[config.mk]
export PLATFORM = sky130hd
export DESIGN_NAME = pswd_rom_arbiter
export DESIGN_NICKNAME = d
export VERILOG_FILES = /design/src/rtl/pswd_rom_arbiter_pkg.sv /design/src/rtl/pswd_rom_rr_pick.sv /design/src/rtl/pswd_rom_arbiter.sv
export SDC_FILE = /design/constraint.sdc
export NUM_CORES = 1
export LEC_CHECK = 0
export ABC_CLOCK_PERIOD_IN_PS = 3750
export BUFFER_PORTS_ARGS = -buffer_cell sky130_fd_sc_hd__buf_2
export CAP_MARGIN = 5
export CORE_MARGIN = 3
export CORE_UTILIZATION = 49
export DETAILED_ROUTE_END_ITERATION = 8
export GPL_TIMING_DRIVEN = 0
export PLACE_DENSITY = 0.84
export SLEW_MARGIN = 20
export SYNTH_ARGS = -nofsm -noshare
export SYNTH_HDL_FRONTEND = slang
export SYNTH_HIERARCHICAL = 1
export SYNTH_SLANG_ARGS = --single-unit
[constraint.sdc]
create_clock -name clk -period 3.75 [get_ports clk]
set_clock_uncertainty 0.2 [all_clocks]
set_input_delay 0.375 -clock clk [delete_from_list [all_inputs] [get_ports clk]]
set_output_delay 0.375 -clock clk [all_outputs]
set_load 0.03 [all_outputs]
[src/rtl/pswd_rom_arbiter_pkg.sv]
// rtl/pswd_rom_arbiter_pkg.sv - shared widths and FSM encoding for the ROM read arbiter
package pswd_rom_arbiter_pkg;

    localparam int ADDR_W_DEF = 5;
    localparam int DATA_W_DEF = 24;

    typedef enum logic [1:0] {
        ST_IDLE = 2'b00,
        ST_ADDR = 2'b01,
        ST_WAIT = 2'b10,
        ST_DONE = 2'b11
    } arbState_t;

endpackage

[src/rtl/pswd_rom_rr_pick.sv]
// rtl/pswd_rom_rr_pick.sv - combinational 2-way round-robin picker (bit0 = id, bit1 = pswd)
module pswd_rom_rr_pick (
    input  logic [1:0] reqs,
    input  logic       lastPswd,
    input  logic [1:0] excludeMask,
    output logic [1:0] winner
);

    logic [1:0] eligible;

    always_comb begin
        eligible = reqs & ~excludeMask;
        winner   = eligible;
        // Tie goes to whichever requester was not served last.
        if (eligible == 2'b11) begin
            winner = lastPswd ? 2'b01 : 2'b10;
        end
    end

endmodule

[src/rtl/pswd_rom_arbiter.sv]
// rtl/pswd_rom_arbiter.sv - arbitrates id/pswd reads onto one synchronous ROM, one transaction at a time
module pswd_rom_arbiter
    import pswd_rom_arbiter_pkg::*;
#(
    parameter int ADDR_W = ADDR_W_DEF,
    parameter int DATA_W = DATA_W_DEF
) (
    input  logic              clk,
    input  logic              rst,
    input  logic              req_id,
    input  logic [ADDR_W-1:0] addr_id,
    input  logic              req_pswd,
    input  logic [ADDR_W-1:0] addr_pswd,
    output logic [ADDR_W-1:0] rom_addr,
    input  logic [DATA_W-1:0] rom_data,
    output logic              gnt_id,
    output logic              gnt_pswd,
    output logic [DATA_W-1:0] rdata,
    output logic              rvalid_id,
    output logic              rvalid_pswd,
    output logic              busy
);

    arbState_t  state;
    arbState_t  nextState;
    logic       lastPswd;
    logic [1:0] reqs;
    logic [1:0] excludeMask;
    logic [1:0] winner;
    logic       arbEn;
    logic       doGrant;

    assign reqs    = {req_pswd, req_id};
    assign doGrant = arbEn & (|winner);
    assign busy    = (state != ST_IDLE);

    pswd_rom_rr_pick u_pick (
        .reqs        (reqs),
        .lastPswd    (lastPswd),
        .excludeMask (excludeMask),
        .winner      (winner)
    );

    always_ff @(posedge clk or posedge rst) begin
        if (rst) begin
            state <= ST_IDLE;
        end else begin
            state <= nextState;
        end
    end

    always_comb begin
        nextState   = state;
        arbEn       = 1'b0;
        excludeMask = 2'b00;
        case (state)
            ST_IDLE: begin
                arbEn = 1'b1;
                if (|winner) nextState = ST_ADDR;
            end
            ST_ADDR: nextState = ST_WAIT;
            ST_WAIT: nextState = ST_DONE;
            ST_DONE: begin
                // The served requester may still hold req during its rvalid cycle.
                arbEn       = 1'b1;
                excludeMask = lastPswd ? 2'b10 : 2'b01;
                nextState   = (|winner) ? ST_ADDR : ST_IDLE;
            end
            default: nextState = ST_IDLE;
        endcase
    end

    // lastPswd doubles as the owner of the in-flight transaction.
    always_ff @(posedge clk or posedge rst) begin
        if (rst) begin
            rom_addr    <= '0;
            rdata       <= '0;
            gnt_id      <= 1'b0;
            gnt_pswd    <= 1'b0;
            rvalid_id   <= 1'b0;
            rvalid_pswd <= 1'b0;
            lastPswd    <= 1'b1;
        end else begin
            gnt_id      <= doGrant & winner[0];
            gnt_pswd    <= doGrant & winner[1];
            rvalid_id   <= (state == ST_WAIT) & ~lastPswd;
            rvalid_pswd <= (state == ST_WAIT) & lastPswd;
            if (doGrant) begin
                rom_addr <= winner[1] ? addr_pswd : addr_id;
                lastPswd <= winner[1];
            end
            if (state == ST_WAIT) begin
                rdata <= rom_data;
            end
        end
    end

endmodule

==> results of run 1 <==
final timing paths:
path                          endpoint  slack, ps  cells after the start   startpoint
setup / recovery           rom_addr[2]       1530                      7     state[0]
hold / removal                rdata[4]         70                      2  rom_data[4]
setup reg to reg           rom_addr[2]       1530                      7     state[0]
hold reg to reg            rom_addr[1]        290                      2  rom_addr[1]
max in group asynchronous    rdata[19]       2400                      3          rst
min in group asynchronous     rdata[4]        500                      3          rst
metal layers:
layer,track usage [%],wire length (um),vias up
li1,-,-,546
met3,7.34,284,4
met4,5.45,35,0
met5,0,0,-
met2,28.9,1350,59
met1,18.4,1130,534
area by class of cell:
| cell class | count | area, um^2 | area share [%] |
|---|---|---|---|
| flip-flops and latches | 36 | 902 | 45.8 |
| multi-input cells | 67 | 553 | 28.1 |
| repair buffers | 72 | 365 | 18.5 |
| clock buffers | 8 | 58.8 | 2.98 |
| well taps | 31 | 38.8 | 1.97 |
| plain buffers | 5 | 30.0 | 1.52 |
| inverters | 6 | 22.5 | 1.14 |
layout by cell type (no fill, tap or decap), types with 4 or more instances in the layout:
master    instances
buf_2            74
dfrtp_1          35
mux2_2           24
and2_1            7
o21ai_0           7
a31oi_1           6
nand2_1           6
inv_1             5
clkbuf_4          5
ha_1              4
power groups by stage:
stage,Combinational [mW],Sequential (mW),Clock (mW)
CTS,1.09,0.694,0.215
finish,1.08,0.690,0.204
floorplan,0.441,1.05,0
detailed placement,1.09,0.702,0
global placement,1.06,0.681,0
global route,1.17,0.722,0.238
state kept, by name (all words and copies together), names as in the netlist:
name and cells:
gnt_id 1, gnt_pswd 1, lastPswd 1, rdata 24, rom_addr 5, rvalid_id 1
rvalid_pswd 1, state 2
logic make-up after synthesis:
group / count (synthesis) / synth area share [%]
adders and majority gates: 4 / 3.32
DFF: 36 / 59.8
and+or+nand+nor: 21 / 8.22
muxes: 24 / 17.9
buffers and inverters: 11 / 3.48
AOI/OAI and AO/OA: 18 / 7.22
stage by stage:
stage	power, mW	util, %	worst slack, ps	hold slack (ps)	area, um^2
after floorplan	1.49	-	1640	289	1510
after global placement	1.74	66.7	1590	265	1900
after detailed placement	1.79	66.7	1560	276	1900
after CTS	2.00	69.1	1520	53.8	1970
after global routing	2.13	69.1	1260	43.0	1970
final	1.97	69.1	1530	71.6	1970
critical path, cell delays in order, from the launching register on:
cell and delay (ps):
dfrtp_1 430, ha_1 240, and2_1 140, nand2b_1 140, a21oi_1 400, inv_1 230, a31oi_1 190, o21ai_0 110
what timing repair did:
action                                 in CTS  in global routing
resized for setup                           0                  0
hold buffers                                1                  0
endpoints found under the hold margin      35                  0
==> results.tsv, run 1 <==
stage	metric	value	unit
clocking	clock-sinks	36	
clocking	clk_path_buf_depth	2	
global_routing	antenna_found_initial	0	
power_and_ir_drop	p_int	1.09	mW
sta	finalSetupTns	0	ps
critical_path	cp.arrival	2220	ps
yosys	ys_warn_count	6	
routing	dr.first_iter.drc_count	22	
finish	drive_gt1_share	56.7	%
sta	final-hold-violation-count	0	
yosys	synth_area	1510	um^2
clocking	clock_latency	330	ps
critical_path	critPathRequiredTime	3750	ps
power_and_ir_drop	power_density	1000	nW/um^2
yosys	synth_top_flop_cell	dfrtp_1	
routing	wl	2.80	mm
routing	drt_first_pass_iters	4	
die	die_w	61.5	um
min_path	hold_class	in -> reg	
finish	fin_nets	235	
yosys	synthTopCellsByArea	dfrtp_1 58%, mux2_2 18%, ha_1 3.3%	
sta	slew-limit-headroom	52.6	%
routing	via_count	1143	
sta	maxSlewViolCount	0	
routing	drt-vias-per-instance	5.08	
clocking	cts_setup_buffers	0	
power_and_ir_drop	p_comb_share	54.6	%
sta	period_share	59.2	%
global_routing	grt_max_degree	37	
sta	max_freq	0.450	GHz
yosys	synth_edf_count	0	
finish	num_antenna_cells	0	
finish	instances_no_fill	225	
critical_path	endpoint_kind	register	
finish	n_fill_cell	230	
die	start_util	52.9	%
clocking	root_buffer	clkbuf_4	
sta	final-setup-viol-count	0	
yosys	synth_common_cells	35 x dfrtp_1, 24 x mux2_2, 7 x and2_1, 7 x o21ai_0	
placed_design	io_buffers	71	
routing	wl_per_cell	12.5	um
yosys	post-synth-top-count-cell	dfrtp_1	
yosys	synth_top_cell_by_area	dfrtp_1	
yosys	synth_cells	114	
die	rows	19	
die	die_h	61.5	um
power_and_ir_drop	seqPwrFrac	35.0	%
clocking	htreeDepth	2	
routing	ant_nets	0	
yosys	synth_fp_nets	156	
sta	rsz0062_at_grt	false	
power_and_ir_drop	p_sw	883	uW
placed_design	place.gp.congestion	0.732	
global_routing	grt_pass1_vias	1062	
critical_path	start_kind	register	
placed_design	hpwl	2.24	mm
yosys	async_flop_share	100	%
sta	tightest_slew	710	ps
power_and_ir_drop	ir_drop	0.549	mV
global_routing	overflow	0	
power_and_ir_drop	p_clk_share	10.4	%
clocking	cts_tree	done	
job	maxCapViolations	0	
global_routing	grt_usage	16.7	%
die	ios	72	
routing	drc_errors	0	
critical_path	path_max_fanout	9	
die	core	2850	um^2
die	dieArea	3780	um^2
power_and_ir_drop	sw_frac_of_total	44.8	%
yosys	avgSynthCellArea	13.2	um^2
clocking	clk_pin_slew_worst_paths	90	ps
finish	syn_to_final_growth	30.7	%
yosys	ys_ff_latch	36	
clocking	numCtsBuffers	5	
outcome	status	finished clean	
critical_path	path_class	reg -> reg	
placed_design	dpl.cell_count	216	
global_routing	grt_pass1_wl	4.49	mm
yosys	synth_top_area_share	58.1	%
power_and_ir_drop	leakage	1.01	nW
sta	period_needed	2220	ps
yosys	synthDistinctLibCells	22	
yosys	seq_area_frac_synth	59.8	%
Note: power is estimated with default switching activity, not from simulation.
==> run 2: changes to the inputs <==
ABC_CLOCK_PERIOD_IN_PS = 2190   (was 3750)
CORE_UTILIZATION = 45   (was 49)
PLACE_DENSITY = 0.78   (was 0.84)
clock period = 2.19 ns   (was 3.75 ns; I/O delays follow)
==> results.tsv, run 2 (same netlist as run 1, synthesis figures left out) <==
stage	metric	value	unit	change
outcome	status	finished clean		
sta	maxSlewViolCount	0		unchanged
routing	ant_nets	0		unchanged
power_and_ir_drop	p_comb_share	57.1	%	+2.5 points
sta	final-hold-violation-count	0		unchanged
global_routing	overflow	0		unchanged
clocking	clock_latency	320	ps	about the same
job	maxCapViolations	0		unchanged
sta	rsz0062_at_grt	true		
routing	wl	3.59	mm	+28%
critical_path	worstPathCellList	ha_2, and2_4, nand2b_4, o21a_1, buf_6, or3b_4, a31oi_1, o22a_2		
routing	drc_errors	0		unchanged
critical_path	rr_startpoint	state[1]		
global_routing	grt_pass1_vias	1339		+26%
power_and_ir_drop	power_density	1520	nW/um^2	+52%
finish	num_antenna_cells	0		unchanged
die	core	3130	um^2	+9.6%
finish	stdcell_area	2280	um^2	+16%
clocking	root_buffer	clkbuf_4		
placed_design	place.gp.congestion	0.714		-2.4%
critical_path	start_kind	register		
global_routing	grt_usage	19.7	%	+3.0 points
die	rows	20		+1
die	die_h	63.9	um	+3.9%
sta	finalSetupTns	0	ps	unchanged
power_and_ir_drop	p_clk_share	9.0	%	-1.4 points
routing	wl_per_cell	13.5	um	+8.1%
critical_path	path_max_fanout	9		unchanged
finish	final_cell_mix	74 x buf_2, 35 x dfrtp_1, 28 x dlygate4sd3_1, 24 x mux2_2, 7 x o21ai_0		
clocking	clock-sinks	36		unchanged
clocking	clk_pin_slew_worst_paths	90	ps	about the same
critical_path	critPathRequiredTime	2260	ps	-1490 ps
placed_design	io_buffers	71		unchanged
sta	tightest_slew	706	ps	-4.10 ps
die	start_util	48.2	%	-4.7 points
clocking	cts_tree	done		
placed_design	hpwl	2.34	mm	+4.3%
critical_path	startpoint	state[1]		
sta	final-setup-viol-count	0		unchanged
die	ios	72		unchanged
finish	syn_to_final_growth	51.5	%	
critical_path	cp_slowest_cell	dfrtp_1		
clocking	clk_path_buf_depth	2		unchanged
finish	n_fill_cell	215		-6.5%
power_and_ir_drop	sw_frac_of_total	45.2	%	+0.42 points
die	dieArea	4080	um^2	+8.0%
die	die_w	63.9	um	+3.9%
global_routing	antenna_found_initial	0		unchanged
global_routing	grt_pass1_wl	6.22	mm	+39%
critical_path	endpoint	state[0]		
power_and_ir_drop	leakage	1.13	nW	+12%
critical_path	cp.arrival	2210	ps	about the same
routing	drt_first_pass_iters	4		unchanged
power_and_ir_drop	seqPwrFrac	33.9	%	-1.1 points
routing	drt-vias-per-instance	4.66		-8.2%
critical_path	r2r_cells	8		+1
power_and_ir_drop	p_sw	1.57	mW	+78%
finish	regMostFlops	rdata		
finish	fin_nets	265		+13%
min_path	hold_class	in -> reg		
finish	largestRegisters	rdata x24, rom_addr x5, state x2		
power_and_ir_drop	p_int	1.90	mW	+75%
critical_path	path_class	reg -> reg		
routing	dr.first_iter.drc_count	46		+110%
critical_path	r2r_slack	50	ps	-1480 ps
finish	mostFrequentLayoutCell	buf_2		
sta	period_share	97.7	%	+38 points
power_and_ir_drop	ir_drop	0.762	mV	+39%
clocking	numCtsBuffers	5		unchanged
clocking	htreeDepth	2		unchanged
finish	largest_register_ffs	24		unchanged
critical_path	endpoint_kind	register		
sta	period_needed	2140	ps	-81.4 ps
routing	via_count	1245		+8.9%
sta	slew-limit-headroom	52.9	%	+0.27 points
critical_path	worst_path_largest_cell_delay	400	ps	-30 ps
global_routing	grt_max_degree	37		unchanged
sta	max_freq	0.467	GHz	+3.8%
placed_design	place_area	1920	um^2	+0.86%
finish	drive_gt1_share	52.5	%	-4.2 points
critical_path	timing.rr.end	state[0]		
## run 2: area by class of cell
class                      count  area (um^2)  share of cell area, %
buffer                         5         30.0                   1.32
clock buffer                   6         41.3                   1.81
clock inverter                 1         5.00                  0.219
inverter                       6         22.5                  0.986
multi-input combinational     67          569                   24.9
sequential                    36          902                   39.5
tap                           44         55.1                   2.41
timing repair buffer         102          658                   28.8
## run 2: layer usage
metal	vias to the layer above	part of all wire, %	track usage [%]
li1	608	-	-
met1	574	41	23.1
met2	59	49	34.1
met3	4	8.7	7.56
met4	0	0.81	4.04
met5	-	0	0
## run 2: how the worst min path moves through the flow
stage             endpoint  depth (start not counted)    startpoint
6_report       rom_addr[4]                          3    addr_id[4]
3_5_place_dp     rdata[10]                          2           rst
4_1_cts        rom_addr[4]                          3    addr_id[4]
3_3_place_gp      rdata[1]                          2   rom_data[1]
5_1_grt        rom_addr[4]                          3    addr_id[4]
2_1_floorplan    rdata[16]                          1  rom_data[16]
## run 2: power by group through the flow
stage,logic [mW],registers (mW),clock network (mW)
after floorplan,0.756,1.79,0
after global placement,1.82,1.17,0
after detailed placement,1.88,1.20,0
after CTS,1.97,1.17,0.329
after global routing,2.14,1.23,0.358
final,1.99,1.18,0.312
## run 2: timing repair
action | in CTS | in global routing
gates cloned | 0 | 0
endpoints found under the setup margin | 6 | 3
gates resized for setup | 2 | 2
buffers inserted | 2 | 1
pin swaps | 1 | 3
endpoints found under the hold margin | 62 | 0
hold buffers | 28 | 0
## run 2: metrics by stage
step | setup WS (ps) | utilization (%) | total power [mW] | cells | hold slack (ps)
after floorplan | 84.7 | - | 2.55 | 114 | 171
after global placement | 22.2 | 61.3 | 2.99 | 229 | 252
after detailed placement | -167 | 61.3 | 3.08 | 229 | 185
after CTS | 13.7 | 72.4 | 3.47 | 266 | 3.97
after global routing | -54.5 | 73.0 | 3.73 | 267 | 30.1
final | 49.7 | 73.0 | 3.48 | 267 | 28.7
## run 2: worst max-delay path, delay by kind of cell, from the launching register on
family / cells / cell delay, ps
buf+inv: 1 / 130
fa+ha+maj: 1 / 210
flops: 1 / 400
simple gates: 3 / 650
compound gates: 3 / 500
